### src/rtl/priority_irq_latch.sv
// Edge-detecting interrupt latch with a fixed-priority selector and a
// two-state present/handshake FSM; higher request index wins.
//
// state      | meaning
// -----------+--------------------------------------------------------
// ST_IDLE    | nothing presented; grant highest unmasked pending source
// ST_PRESENT | out_idx/out_valid frozen until out_ready handshake
module priority_irq_latch #(
   parameter int n = 6
) (
   input  logic                 clk,
   input  logic                 rst_n,
   input  logic [n-1:0]         req,
   input  logic [n-1:0]         mask,
   output logic                 out_valid,
   output logic [$clog2(n)-1:0] out_idx,
   input  logic                 out_ready,
   output logic [n-1:0]         pending,
   output logic                 overflow
);

   localparam int IW = $clog2(n);

   typedef enum logic [0:0] {
      ST_IDLE    = 1'b0,
      ST_PRESENT = 1'b1
   } state_t;

   state_t          state_q, state_d;
   logic [n-1:0]    req_q, req_d;
   logic [n-1:0]    pending_q, pending_d;
   logic            overflow_q, overflow_d;
   logic            out_valid_q, out_valid_d;
   logic [IW-1:0]   out_idx_q, out_idx_d;

   logic [n-1:0]    ev;
   logic [n-1:0]    cand;
   logic [n-1:0]    clr;
   logic            handshake;
   logic            sel_valid;
   logic [IW-1:0]   sel_idx;

   // ------------------------------------------------------------------
   // State register
   // ------------------------------------------------------------------
   always_ff @(posedge clk or negedge rst_n) begin
      if (!rst_n) begin
         state_q     <= ST_IDLE;
         req_q       <= '0;
         pending_q   <= '0;
         overflow_q  <= 1'b0;
         out_valid_q <= 1'b0;
         out_idx_q   <= '0;
      end else begin
         state_q     <= state_d;
         req_q       <= req_d;
         pending_q   <= pending_d;
         overflow_q  <= overflow_d;
         out_valid_q <= out_valid_d;
         out_idx_q   <= out_idx_d;
      end
   end

   // ------------------------------------------------------------------
   // Event detect, pending bookkeeping and priority select
   // ------------------------------------------------------------------
   always_comb begin
      req_d     = req;
      ev        = req & ~req_q;
      handshake = out_valid_q & out_ready;
      cand      = pending_q & ~mask;

      clr = '0;
      for (int i = 0; i < n; i++) begin
         clr[i] = handshake && (out_idx_q == IW'(i));
      end

      // An event on a bit that is still pending (and not being served
      // this edge) is lost; a same-edge clear and set leaves it pending.
      overflow_d = overflow_q | (|(ev & pending_q & ~clr));
      pending_d  = (pending_q & ~clr) | ev;

      sel_valid = 1'b0;
      sel_idx   = '0;
      for (int i = 0; i < n; i++) begin
         if (cand[i]) begin
            sel_valid = 1'b1;
            sel_idx   = IW'(i);
         end
      end
   end

   // ------------------------------------------------------------------
   // Next-state logic
   // ------------------------------------------------------------------
   always_comb begin
      state_d = state_q;
      case (state_q)
         ST_IDLE: begin
            if (sel_valid) state_d = ST_PRESENT;
         end
         ST_PRESENT: begin
            if (out_ready) state_d = ST_IDLE;
         end
         default: state_d = ST_IDLE;
      endcase
   end

   // ------------------------------------------------------------------
   // Output logic
   // ------------------------------------------------------------------
   always_comb begin
      out_valid_d = out_valid_q;
      out_idx_d   = out_idx_q;
      case (state_q)
         ST_IDLE: begin
            out_valid_d = sel_valid;
            if (sel_valid) out_idx_d = sel_idx;
         end
         ST_PRESENT: begin
            if (out_ready) out_valid_d = 1'b0;
         end
         default: out_valid_d = 1'b0;
      endcase
   end

   assign out_valid = out_valid_q;
   assign out_idx   = out_idx_q;
   assign pending   = pending_q;
   assign overflow  = overflow_q;

endmodule

### config.mk
export PLATFORM = sky130hd
export DESIGN_NAME = priority_irq_latch
export DESIGN_NICKNAME = d
export VERILOG_FILES = /design/src/rtl/priority_irq_latch.sv
export SDC_FILE = /design/constraint.sdc
export NUM_CORES = 1
export LEC_CHECK = 0
export BUFFER_PORTS_ARGS = -buffer_cell sky130_fd_sc_hd__buf_2
export CAP_MARGIN = 10
export CORE_MARGIN = 4
export CORE_UTILIZATION = 50
export CTS_BUF_LIST = sky130_fd_sc_hd__clkbuf_4 sky130_fd_sc_hd__clkbuf_8
export CTS_CLUSTER_DIAMETER = 50
export DETAILED_ROUTE_END_ITERATION = 16
export PLACE_DENSITY_LB_ADDON = 0.15
export SETUP_SLACK_MARGIN = 0.4
export SYNTH_ARGS = -nofsm -noshare
export SYNTH_HDL_FRONTEND = slang
export SYNTH_SLANG_ARGS = --single-unit
### constraint.sdc
create_clock -name clk -period 2.33 [get_ports clk]
set_input_delay 0 -clock clk [delete_from_list [all_inputs] [get_ports clk]]
set_output_delay 0 -clock clk [all_outputs]
set_load 0.03 [all_outputs]
==> run summary <==
Ports: 26
grt total ovfl: 0
Post-Syn Area: 753 um^2
maximum VDD drop: 0.549 mV
critical path fanouts, max: 6
post-CTS sizing: 0
std cell rows: 13
die width: 46.8 um
post-synthesis net count: 83
Initial Utilization: 55.1%
Post-DP HPWL: 1.28 mm
share of cells above drive strength 1: 36.5%
Clock Sink Count: 18
Die H: 46.8 um
PD cells: 1110 nW/um^2
share of flip-flops with an asynchronous set or reset: 100%
Hold Buf Count CTS: 7
slowest stage delay, CP: 0.53 ns
Final Wtd Congestion: 0.774
setup ws final: 0.465 ns
outcome: completed
synth warn: 0
Residual DRC: 0
H-tree depth: 1
Post-Place Setup Slack: 0.485 ns
Clk Latency, worst-skew pair: 0.29 ns
final setup TNS: 0 ns
Syn-to-layout area delta: 33.6%
Nets: 120
ys flop type: dfrtp_1
dpl cells: 108
I/O Buffers: 25
Slew @ Worst Pin: 0.515 ns
leakage: 0.000468 uW
Pins Over Slew Limit: 0
post-CTS setup buffer count: 0
worst path cell trace: inv_2 > or4_4 > a41o_1 > or4_1
category of the worst setup path launch point: flop
Worst Skew: 0.00188 ns
WS Path Type: flop to flop
post-synthesis sequential area ratio: 59.8%
headroom to the max-slew limit: 65.5%
RSZ-0062 raised after global routing: no
Synth cell types: 23
power consumption: 1110 uW
Root Buffer Master: clkbuf_4
Crit. End Element: flop
Syn Area/Cell: 11.1 um^2
Post-synth EDFFs: 0
1st-pass router iterations: 4
WL per Instance: 14.8 um
vias in the first global route: 623
CTS clk-pin slew, worst paths: 0.10 ns
Fmax: 536 MHz
Die Area: 2190 um^2
hold depth: 3
Tmin final: 1.86 ns
CTS tree: done
post-synthesis cell count: 68
Max Cap Viol: 0
GRT Util Overall: 18.3%
DR iter-0 viols: 12
flops & latches, synth: 18
Routed WL: 1.76 mm
Hold Slack: 0.0244 ns
final hold vios: 0
Hold WC Path Type: primary input to flop
Max Root-Sink Buffers: 2
core footprint: 1370 um^2
Critical Path AT: 2.03 ns
Register-to-Register Path Depth: 4
fin crit share: 80.0%
Final setup viols: 0
Post-DRT Antenna Nets: 0
fill cell count: 108
via count: 639
first-pass GRT wire length: 2.79 mm
CP max stage cell: or4_4
ant diodes: 0
Worst EP required: 2.50 ns
fin cells: 119
TritonCTS buffer count: 3
largest net degree at the start of global routing: 19
initial antenna violation count: 0
drt via density: 5.37
critical path: cells and delay by family (launching register included):
kind | cells | cell delay [ns]
and+or+nand+nor | 2 | 1.02
DFF | 1 | 0.43
AOI/OAI and AO/OA | 1 | 0.25
buffers and inverters | 1 | 0.05
flip-flops by register name, indices dropped and copies added, names as in the netlist:
signal     flops
req_q          6
out_valid      1
state_q        1
out_idx        3
pending        6
overflow       1
cells by family after synthesis:
group	count (synthesis)	synth area share (%)
mux	2	2.82
flops	18	59.8
compound gates	18	15.6
simple gates	22	17.8
buf+inv	8	3.99
report_power, final:
part           switching (uW)  total (uW)  internal [uW]
Sequential               89.1         487            398
Clock                    96.3         191           95.1
Combinational             276         436            160
Total                     462        1110            653
per-layer routing:
| layer | up-vias | global-route usage (%) | wire (um) |
|---|---|---|---|
| li1 | 314 | - | - |
| met1 | 300 | 23.0 | 728 |
| met2 | 23 | 32.8 | 921 |
| met3 | 2 | 2.68 | 96 |
| met4 | 0 | 4.97 | 10 |
| met5 | - | 0 | 0 |
metrics by stage:
step | area, um^2 | util [%]
after floorplan | 756 | -
after global placement | 900 | 65.8
after detailed placement | 900 | 65.8
after CTS | 1010 | 73.6
after global routing | 1010 | 73.6
final | 1010 | 73.6
path summary, 6_finish.rpt:
check,from,end,slack [ns]
setup / recovery,out_idx[2]$_DFFE_PN0P_,overflow$_DFF_PN0_,0.47
min in group asynchronous,rst_n,pending[4]$_DFF_PN0_,0.16
setup reg to reg,out_idx[2]$_DFFE_PN0P_,overflow$_DFF_PN0_,0.47
max in group asynchronous,rst_n,out_valid$_DFFE_PN0P_,1.87
hold / removal,out_ready,state_q$_DFF_PN0_,0.02
hold reg to reg,req_q[3]$_DFF_PN0_,pending[3]$_DFF_PN0_,0.50
placed cells by master (no fill, tap or decap):
master         instances
o22ai_1                2
a21o_1                 1
clkbuf_4               3
nand4b_1               1
or3b_2                 1
o41ai_1                2
a22o_2                 1
inv_2                  1
dlygate4sd3_1          7
a31oi_1                1
buf_2                 25
or4_4                  1
mux2_2                 1
nor2b_1                3
and4b_1                1
nand2_1                8
nand2b_1               5
a31o_2                 1
mux2i_1                1
inv_1                  7
or4_1                  1
or3_2                  1
clkbuf_8               1
dfrtp_2                2
a41o_1                 1
a21oi_1                4
o21ai_0                5
dfrtp_1               16
cells in the mapped netlist (all sizes together), types with 2 or more instances:
cell / number / area [um^2]
nor2b: 3 / 18.8
o22ai: 2 / 12.5
o21ai: 5 / 25.0
a21oi: 4 / 20.0
dfrtp: 18 / 450
nand2b: 5 / 31.3
or4: 2 / 18.8
nand2: 8 / 30.0
o41ai: 2 / 17.5
inv: 8 / 30.0
final cells by class:
class                      instances  area, um^2  share of cell area, %
sequential                        18         453                   45.0
timing repair buffer              32         195                   19.4
tap                               15        18.8                   1.87
inverter                           8        30.0                   2.99
multi-input combinational         42         273                   27.1
clock buffer                       4        36.3                   3.61
Note: power is estimated with default switching activity, not from simulation.
